## config.mk

```make
export PLATFORM = sky130hd
export DESIGN_NAME = pattern_player
export DESIGN_NICKNAME = d
export VERILOG_FILES = /design/src/rtl/pattern_player_pkg.sv /design/src/rtl/pattern_table.sv /design/src/rtl/pattern_player.sv
export SDC_FILE = /design/constraint.sdc
export NUM_CORES = 1
export LEC_CHECK = 0
export ABC_AREA = 1
export CAP_MARGIN = 0
export CORE_AREA = 8 8 136 138
export DETAILED_ROUTE_END_ITERATION = 10
export DIE_AREA = 0 0 144 146
export GPL_ROUTABILITY_DRIVEN = 0
export HOLD_SLACK_MARGIN = 0.05
export PLACE_DENSITY_LB_ADDON = 0.2
export SLEW_MARGIN = 20
export SYNTH_ARGS = -nofsm -noshare
export SYNTH_HDL_FRONTEND = slang
export SYNTH_SLANG_ARGS = --single-unit
```

## constraint.sdc

```tcl
create_clock -name clk -period 3 [get_ports clk]
set_input_delay 0.6 -clock clk [delete_from_list [all_inputs] [get_ports clk]]
set_output_delay 0.6 -clock clk [all_outputs]
set_load 0.05 [all_outputs]
```

## src/rtl/pattern_player_pkg.sv

```systemverilog
// Shared definitions for the pattern player: playback FSM encoding and the
// default parameter values used by the top and the vector table.
package pattern_player_pkg;

   localparam int DEF_WIDTH  = 5;
   localparam int DEF_OUT_W  = 1;
   localparam int DEF_DEPTH  = 8;
   localparam int DEF_HOLD_W = 8;

   typedef enum logic [1:0] {
      ST_IDLE = 2'd0,
      ST_PLAY = 2'd1,
      ST_END  = 2'd2
   } state_t;

endpackage

```

## src/rtl/pattern_table.sv

```systemverilog
// Vector table for the pattern player: one synchronous write port and one
// asynchronous read port. Storage is deliberately left without reset.
module pattern_table
   import pattern_player_pkg::*;
#(
   parameter int WIDTH  = DEF_WIDTH,
   parameter int OUT_W  = DEF_OUT_W,
   parameter int HOLD_W = DEF_HOLD_W,
   parameter int DEPTH  = DEF_DEPTH
) (
   input  logic                     clk,
   input  logic                     wr_en,
   input  logic [$clog2(DEPTH)-1:0] wr_addr,
   input  logic [WIDTH-1:0]         wr_vec,
   input  logic [OUT_W-1:0]         wr_exp,
   input  logic [HOLD_W-1:0]        wr_hold,
   input  logic                     wr_mask,
   input  logic [$clog2(DEPTH)-1:0] rd_addr,
   output logic [WIDTH-1:0]         rd_vec,
   output logic [OUT_W-1:0]         rd_exp,
   output logic [HOLD_W-1:0]        rd_hold,
   output logic                     rd_mask
);

   logic [WIDTH-1:0]  vec_mem_r  [DEPTH];
   logic [OUT_W-1:0]  exp_mem_r  [DEPTH];
   logic [HOLD_W-1:0] hold_mem_r [DEPTH];
   logic              mask_mem_r [DEPTH];

   // Slot write port
   always_ff @(posedge clk) begin
      if (wr_en) begin
         vec_mem_r[wr_addr]  <= wr_vec;
         exp_mem_r[wr_addr]  <= wr_exp;
         hold_mem_r[wr_addr] <= wr_hold;
         mask_mem_r[wr_addr] <= wr_mask;
      end
   end

   assign rd_vec  = vec_mem_r[rd_addr];
   assign rd_exp  = exp_mem_r[rd_addr];
   assign rd_hold = hold_mem_r[rd_addr];
   assign rd_mask = mask_mem_r[rd_addr];

endmodule

```

## src/rtl/pattern_player.sv

```systemverilog
// Directed stimulus player: loads vec/exp/hold/mask entries in IDLE, then
// replays them to a DUT, checking the response on each slot's last hold cycle.
module pattern_player
   import pattern_player_pkg::*;
#(
   parameter int WIDTH  = DEF_WIDTH,
   parameter int OUT_W  = DEF_OUT_W,
   parameter int DEPTH  = DEF_DEPTH,
   parameter int HOLD_W = DEF_HOLD_W
) (
   input  logic                     clk,
   input  logic                     rst,
   input  logic                     load_valid,
   output logic                     load_ready,
   input  logic [WIDTH-1:0]         load_vec,
   input  logic [OUT_W-1:0]         load_exp,
   input  logic [HOLD_W-1:0]        load_hold,
   input  logic                     load_mask,
   input  logic                     start,
   input  logic                     clear,
   output logic [WIDTH-1:0]         dut_in,
   input  logic [OUT_W-1:0]         dut_out,
   output logic                     busy,
   output logic                     done,
   output logic [$clog2(DEPTH)-1:0] vec_idx,
   output logic [$clog2(DEPTH):0]   err_count,
   output logic                     first_err_valid,
   output logic [$clog2(DEPTH)-1:0] first_err_idx
);

   localparam int IDX_W = $clog2(DEPTH);
   localparam int CNT_W = IDX_W + 1;

   state_t             state_r;
   logic [CNT_W-1:0]   count_r;
   logic [IDX_W-1:0]   wr_ptr_r;
   logic [HOLD_W-1:0]  hold_cnt_r;
   logic [OUT_W-1:0]   cur_exp_r;
   logic               cur_mask_r;
   logic [WIDTH-1:0]   dut_in_r;
   logic [IDX_W-1:0]   vec_idx_r;
   logic [CNT_W-1:0]   err_count_r;
   logic               first_err_valid_r;
   logic [IDX_W-1:0]   first_err_idx_r;
   logic               busy_r;
   logic               done_r;

   logic               wr_en_s;
   logic               full_s;
   logic               last_slot_s;
   logic               mismatch_s;
   logic [IDX_W-1:0]   rd_addr_s;
   logic [WIDTH-1:0]   rd_vec_s;
   logic [OUT_W-1:0]   rd_exp_s;
   logic [HOLD_W-1:0]  rd_hold_s;
   logic               rd_mask_s;

   // Remaining hold cycles after the first one; a hold of 0 behaves like 1
   function automatic logic [HOLD_W-1:0] hold_reload(input logic [HOLD_W-1:0] h);
      if (h == HOLD_W'(0)) begin
         return HOLD_W'(0);
      end else begin
         return h - HOLD_W'(1);
      end
   endfunction

   pattern_table #(
      .WIDTH  (WIDTH),
      .OUT_W  (OUT_W),
      .HOLD_W (HOLD_W),
      .DEPTH  (DEPTH)
   ) u_table (
      .clk     (clk),
      .wr_en   (wr_en_s),
      .wr_addr (wr_ptr_r),
      .wr_vec  (load_vec),
      .wr_exp  (load_exp),
      .wr_hold (load_hold),
      .wr_mask (load_mask),
      .rd_addr (rd_addr_s),
      .rd_vec  (rd_vec_s),
      .rd_exp  (rd_exp_s),
      .rd_hold (rd_hold_s),
      .rd_mask (rd_mask_s)
   );

   // count saturates at DEPTH, a power of two, so its MSB is the full flag
   assign full_s     = count_r[CNT_W-1];
   assign load_ready = (state_r == ST_IDLE) && !full_s;

   // Read address, load strobe and per-slot compare decode
   always_comb begin
      wr_en_s     = (state_r == ST_IDLE) && load_valid && !full_s && !clear;
      last_slot_s = ({1'b0, vec_idx_r} == (count_r - CNT_W'(1)));
      mismatch_s  = !cur_mask_r && (dut_out != cur_exp_r);
      if (state_r == ST_PLAY) begin
         rd_addr_s = vec_idx_r + IDX_W'(1);
      end else begin
         rd_addr_s = IDX_W'(0);
      end
   end

   // Playback FSM with loading, checking and all registered outputs
   always_ff @(posedge clk) begin
      if (rst) begin
         state_r           <= ST_IDLE;
         count_r           <= CNT_W'(0);
         wr_ptr_r          <= IDX_W'(0);
         hold_cnt_r        <= HOLD_W'(0);
         cur_exp_r         <= OUT_W'(0);
         cur_mask_r        <= 1'b0;
         dut_in_r          <= WIDTH'(0);
         vec_idx_r         <= IDX_W'(0);
         err_count_r       <= CNT_W'(0);
         first_err_valid_r <= 1'b0;
         first_err_idx_r   <= IDX_W'(0);
         busy_r            <= 1'b0;
         done_r            <= 1'b0;
      end else begin
         done_r <= 1'b0;
         case (state_r)
            ST_IDLE: begin
               if (clear) begin
                  count_r           <= CNT_W'(0);
                  wr_ptr_r          <= IDX_W'(0);
                  err_count_r       <= CNT_W'(0);
                  first_err_valid_r <= 1'b0;
                  first_err_idx_r   <= IDX_W'(0);
               end else begin
                  if (wr_en_s) begin
                     wr_ptr_r <= wr_ptr_r + IDX_W'(1);
                     count_r  <= count_r + CNT_W'(1);
                  end
                  if (start) begin
                     err_count_r       <= CNT_W'(0);
                     first_err_valid_r <= 1'b0;
                     vec_idx_r         <= IDX_W'(0);
                     if (count_r != CNT_W'(0)) begin
                        state_r    <= ST_PLAY;
                        busy_r     <= 1'b1;
                        dut_in_r   <= rd_vec_s;
                        cur_exp_r  <= rd_exp_s;
                        cur_mask_r <= rd_mask_s;
                        hold_cnt_r <= hold_reload(rd_hold_s);
                     end else begin
                        state_r <= ST_END;
                        done_r  <= 1'b1;
                     end
                  end
               end
            end
            ST_PLAY: begin
               if (hold_cnt_r == HOLD_W'(0)) begin
                  if (mismatch_s) begin
                     if (err_count_r != CNT_W'(DEPTH)) begin
                        err_count_r <= err_count_r + CNT_W'(1);
                     end
                     if (!first_err_valid_r) begin
                        first_err_valid_r <= 1'b1;
                        first_err_idx_r   <= vec_idx_r;
                     end
                  end
                  if (last_slot_s) begin
                     state_r <= ST_END;
                     busy_r  <= 1'b0;
                     done_r  <= 1'b1;
                  end else begin
                     vec_idx_r  <= vec_idx_r + IDX_W'(1);
                     dut_in_r   <= rd_vec_s;
                     cur_exp_r  <= rd_exp_s;
                     cur_mask_r <= rd_mask_s;
                     hold_cnt_r <= hold_reload(rd_hold_s);
                  end
               end else begin
                  hold_cnt_r <= hold_cnt_r - HOLD_W'(1);
               end
            end
            ST_END: begin
               state_r <= ST_IDLE;
            end
            default: begin
               state_r <= ST_IDLE;
               busy_r  <= 1'b0;
            end
         endcase
      end
   end

   assign dut_in          = dut_in_r;
   assign busy            = busy_r;
   assign done            = done_r;
   assign vec_idx         = vec_idx_r;
   assign err_count       = err_count_r;
   assign first_err_valid = first_err_valid_r;
   assign first_err_idx   = first_err_idx_r;

endmodule

```

* Yosys cells after proc, flatten, opt, wreduce, memory -nomap -nowiden *
Memories as Yosys holds them, arrays and structs flattened.
Cells that the tools add are included.

word-level totals
  ROM bits = 0
  input bits = 21
  output and inout port bits = 19
  word-level logic and storage cells = 136
  RAM bits = 120
  register bits = 37
  memories kept = 4
  bits in latches = 0

memory list
  memory              depth  bits a word  rd ports  clocked after Yosys merged registers in  write ports  line                 text
  u_table.hold_mem_r  8      8            1         0                                        1            pattern_table.sv:27  logic [HOLD_W-1:0] hold_mem_r [DEPTH];
  u_table.vec_mem_r   8      5            1         0                                        1            pattern_table.sv:25  logic [WIDTH-1:0] vec_mem_r [DEPTH];
  u_table.exp_mem_r   8      1            1         0                                        1            pattern_table.sv:26  logic [OUT_W-1:0] exp_mem_r [DEPTH];
  u_table.mask_mem_r  8      1            1         0                                        1            pattern_table.sv:28  logic mask_mem_r [DEPTH];

operators by class
  multipliers = 0
  order comparisons = 0
  divide/modulo/power cells = 0
  eq/ne operators = 17
  add/sub/neg operators = 7
  shift operators = 0
  bitwise operators = 1
  reductions and logical operators = 23
  mux-type cells = 71

operators by type and width
  cell                                                                 number
  8-bit two-way mux                                                    6
  3-bit two-way mux                                                    11
  4-bit two-way mux                                                    7
  1-bit two-way mux                                                    26
  5-bit two-way mux                                                    5
  5-bit AND reduction                                                  4
  8-bit logical NOT                                                    2
  8-bit one-hot mux with 2 select lines                                1
  8-bit by 1-bit subtractor with 8-bit output (second input constant)  2
  2-bit != test (second input constant)                                7
  3-bit one-hot mux with 2 select lines                                2
  6-bit AND reduction                                                  2
  2-bit two-way mux                                                    5
  5-bit one-hot mux with 2 select lines                                1
  4-bit by 1-bit adder with 4-bit output (second input constant)       2
  1-bit one-hot mux with 2 select lines                                4
  4-bit one-hot mux with 2 select lines                                1
  4-bit AND reduction                                                  2
  3-bit by 1-bit adder with 3-bit output (second input constant)       2
  2-bit by 1-bit != test with 1-bit output (second input constant)     3
  3-bit != test (second input constant)                                2
  1-bit logical AND                                                    5
  3-bit by 4-bit equality test with 1-bit output                       1
  4-bit != test (second input constant)                                1
  12 further kinds                                                     15

* Logic depth before layout (Yosys ltp) *
An unclocked memory read counts as a cell.

  word-level depth = 9
  gate-level depth with buffers = 17
  mapped depth without buffers = 15

* Modules after synthesis *
From an unflattened synthesis, not the netlist that was laid out.

unflattened totals
  cells, all modules = 889
  area, all modules = 7644.8 um2

by module, submodules not included
  module          sequential area each (um2)  cells each  area each (um2)  times used
  pattern_table   3603.5                      537         5316.3           1
  pattern_player  740.7                       352         2328.5           1

* Worst setup path after synthesis *
OpenSTA, ideal clock, no wires.

  path kind = reg2reg
  start = register state_r[1]
  end = memory u_table.exp_mem_r[2] in the netlist's numbering, enable pin
  required time = 2594 ps
  arrival = 3120 ps
  library setup time = 406 ps
  cell stages (with the launch flop) = 10
  path slack = -526 ps
  clock period less this slack = 3526 ps
  path buffers = 1
  cells stage by stage = dfxtp_1 buf_6 nor2_4 inv_2 nor2_1 nand2_1 nor2_2 inv_1 or2_1 nor3_1

between the ends
  word-level cells in the longest chain between the ends = 6

ends and longest elaborated chain
  item                                     line                   text
  start, declared                          pattern_player.sv:34   state_t state_r;
  start signal, assigned                   pattern_player.sv:106  state_r <= ST_IDLE;
  start signal, assigned                   pattern_player.sv:139  state_r <= ST_PLAY;
  start signal, assigned                   pattern_player.sv:146  state_r <= ST_END;
  2-bit logical NOT                        pattern_player.sv:93   wr_en_s = (state_r == ST_IDLE) && load_valid && !full_s && !clear;
  1-bit logical AND (3 in a row)           pattern_player.sv:93
  1-bit two-way mux                        pattern_table.sv:32    if (wr_en) begin
  1-bit two-way mux (not written as such)  pattern_table.sv:34    exp_mem_r[wr_addr] <= wr_exp;
  end, declared                            pattern_table.sv:26

Every way passes these cells.

* Final worst setup path *
  start = register state_r[1]
  end = output port load_ready

between the ends
  word-level cells in the longest chain between the ends = 2

ends and longest elaborated chain
  item               line                  text
  2-bit logical NOT  pattern_player.sv:89  assign load_ready = (state_r == ST_IDLE) && !full_s;
  1-bit logical AND  pattern_player.sv:89
  end, declared      pattern_player.sv:14  output logic load_ready,

Every way passes these cells.

==> impl_metrics.tcl <==
set metrics [dict create \
    drive_gt1_share_pct 13.4 \
    drt_pass1_iterations 4 \
    ios 40 \
    worst_pin_slew_ps 535 \
    fp.dieH_um 146 \
    synth_nets 732 \
    nets 784 \
    vias 5082 \
    synth_top_cell_area_share_pct 50.0 \
    hp-class "reg2reg" \
    clockPowerShare_pct 39.8 \
    fin_crit_sh_pct 92.2 \
    finalHoldViolations 0 \
    fin_cells 986 \
    hold_buffers 0 \
    antenna_found_initial 0 \
    port_buffers 39 \
    fmax_mhz 361 \
    clk_path_buf_depth 2 \
    start_util_pct 44.2 \
    rr_worst_depth 13 \
    grt_pass1_wl_um 25900 \
    cts_root_buf "clkbuf_16" \
    yosysSeqAreaShare_pct 60.3 \
    period_needed_ps 2770 \
    powerDensity_nw_per_um2 617 \
    yosys_warnings 0 \
    grt.total_usage_pct 16.2 \
    hpwl_um 10600 \
    cts_setup_buffers 0 \
    sw_frac_of_total_pct 26.2 \
    hold_ws_ps 467 \
    cts_max_level 4 \
    wl_um 16500 \
    cp.arrival_ps 2170 \
    finClkSkew_ps 9.47 \
    cp-end-kind "output port" \
    combinationalPowerShare_pct 13.6 \
    min_path_cells 2 \
    start_kind "register" \
    slew_headroom_pct 64.3 \
    first_global_vias 4861 \
    rows 47 \
    wl_per_cell_um 16.7 \
    rsz0062_at_grt "false" \
    drc 0 \
    worstSkewPairLatency_ps 430 \
    die_area_um2 21000 \
    p_leak_nw 3.26 \
    place_inst 954 \
    power_mw 5.23 \
    multi_input_area_um2 2340 \
    die_w_um 144 \
    cp_max_fo 8 \
    vias_per_cell 5.15 \
    grt_max_degree 47 \
    cts_tree "yes" \
    fin_util_pct 52.0 \
    path_class "reg2out" \
    seq_power_share_pct 46.7 \
    tritoncts.num_buffers 17 \
    clock-sinks 157 \
    required_ps 2400 \
    yosys_register_bits 157 \
    avgSynthCellArea_um2 10.3 \
    drt_iter0_markers 465 \
    cts_resized 0 \
    yosys.area.top_type "edfxtp_1" \
    synthCells 701 \
    ir_drop_v 0.000432 \
    drv_slew 0 \
    setup_viol_count_final 0 \
    syn-cell-area_um2 7200 \
    p_sw_mw 1.37 \
    core_area_um2 16300 \
    netlist-cell-type-count 43 \
    fillCellCount 1465 \
    max_cap_violations 0 \
    clk_pin_slew_ps 60 \
    seq_area_um2 4340 \
    outcome "complete, no violations" \
    area_growth_pct 17.6 \
    yosys-top-cells-area "edfxtp_1 50%, dfxtp_1 10%, nand2_1 5.9%" \
    drtAntennaViolNets 0 \
    diodes 0 \
    grt_overflow 0 \
    p_int_mw 3.86 \
]
-- placed cells by master (no fill, tap or decap), types with 7 or more instances in the layout --
cell               n
edfxtp_1         120
buf_4             20
a31oi_1            7
nand3_1           54
nand2_2            8
nor3_1            13
o21ai_0           24
ha_1              10
inv_2              8
nor2_1            37
dfxtp_1           37
inv_1             84
clkdlybuf4s50_1   39
a21oi_1           52
or2_1             12
o21ai_1           15
o211ai_1          14
xor2_1            11
nand2_1          113
nor3_2             8
clkbuf_16         17
-- worst paths after layout --
| path | from | end | slack (ps) |
|---|---|---|---|
| max | state_r[1] | load_ready | 230 |
| min | first_err_idx[2] | first_err_idx[2] | 470 |
| max reg2reg | state_r[0] | hold_cnt_r[5] | 520 |
| min reg2reg | first_err_idx[2] | first_err_idx[2] | 470 |
-- metrics by stage --
| stage | setup slack, ps | instance area (um^2) | TNS (ps) |
|---|---|---|---|
| 6_report | 233 | 8470 | 0 |
| 5_1_grt | 119 | 8470 | 0 |
| 4_1_cts | 204 | 8470 | 0 |
| 3_5_place_dp | 336 | 7900 | 0 |
| 3_3_place_gp | 363 | 7900 | 0 |
| 2_1_floorplan | -78.0 | 7220 | -4680 |
-- cell families (layout without fill, tap and decap cells) --
| logic type | after synthesis | in the layout | share of synthesized area, % |
|---|---|---|---|
| buf+inv | 122 | 187 | 7.82 |
| xor+xnor | 13 | 13 | 1.58 |
| simple gates | 272 | 272 | 17.9 |
| flops | 157 | 157 | 60.3 |
| fa+ha+maj | 10 | 10 | 1.74 |
| compound gates | 127 | 127 | 10.6 |
-- synthesized netlist by cell type (all sizes together) --
| cell type | number |
|---|---|
| o21ai | 42 |
| nand4 | 6 |
| a31oi | 7 |
| xnor2 | 2 |
| ha | 10 |
| a21oi | 56 |
| nor3 | 21 |
| and3 | 1 |
| nand3b | 1 |
| or2 | 16 |
| xor2 | 11 |
| a21boi | 1 |
| o41ai | 1 |
| edfxtp | 120 |
| nand2 | 121 |
| nor2 | 45 |
| inv | 94 |
| o21bai | 1 |
| nor4 | 2 |
| a211oi | 5 |
| o211ai | 14 |
| buf | 23 |
| clkbuf | 5 |
| dfxtp | 37 |
| nand3 | 59 |
-- power by group through the flow --
stage	clock [mW]	sequential [mW]	combinational [mW]
finish	2.08	2.44	0.710
global route	2.19	2.44	0.783
CTS	2.11	2.44	0.711
detailed placement	0	2.48	0.707
global placement	0	2.48	0.694
floorplan	0	2.55	0.438
-- per-layer routing --
layer | up-vias | part of all wire, % | track usage (%) | routed length, um
li1 | 2496 | - | - | -
met1 | 2434 | 46 | 21.1 | 7600
met2 | 132 | 47 | 25.5 | 7770
met3 | 20 | 4.9 | 3.67 | 807
met4 | 0 | 1.8 | 6.21 | 297
met5 | - | 0 | 0 | 0
-- layout make-up --
cell class / count / share of cell area, %
Clock buffer: 17 / 5.02
Sequential cell: 157 / 51.3
Tap cell: 220 / 3.25
Multi-Input combinational cell: 422 / 27.6
Timing Repair Buffer: 61 / 6.85
Inverter: 94 / 4.25
Clock inverter: 15 / 1.73
-- registers in the layout, summed over array words and instances (netlist names) --
name                cells
state_r                 2
u_table.mask_mem_r      8
count_r                 4
busy                    1
dut_in                  5
u_table.exp_mem_r       8
u_table.vec_mem_r      40
cur_exp_r               1
u_table.hold_mem_r     64
cur_mask_r              1
hold_cnt_r              8
first_err_valid         1
wr_ptr_r                3
first_err_idx           3
err_count               4
vec_idx                 3
done                    1
-- critical path: stages, from the launching register on --
cell,delay [ps]
dfxtp_1,470
nor2_4,250
inv_2,100
nor2_2,100
clkdlybuf4s50_1,810
(Power assumes the default switching activity.)
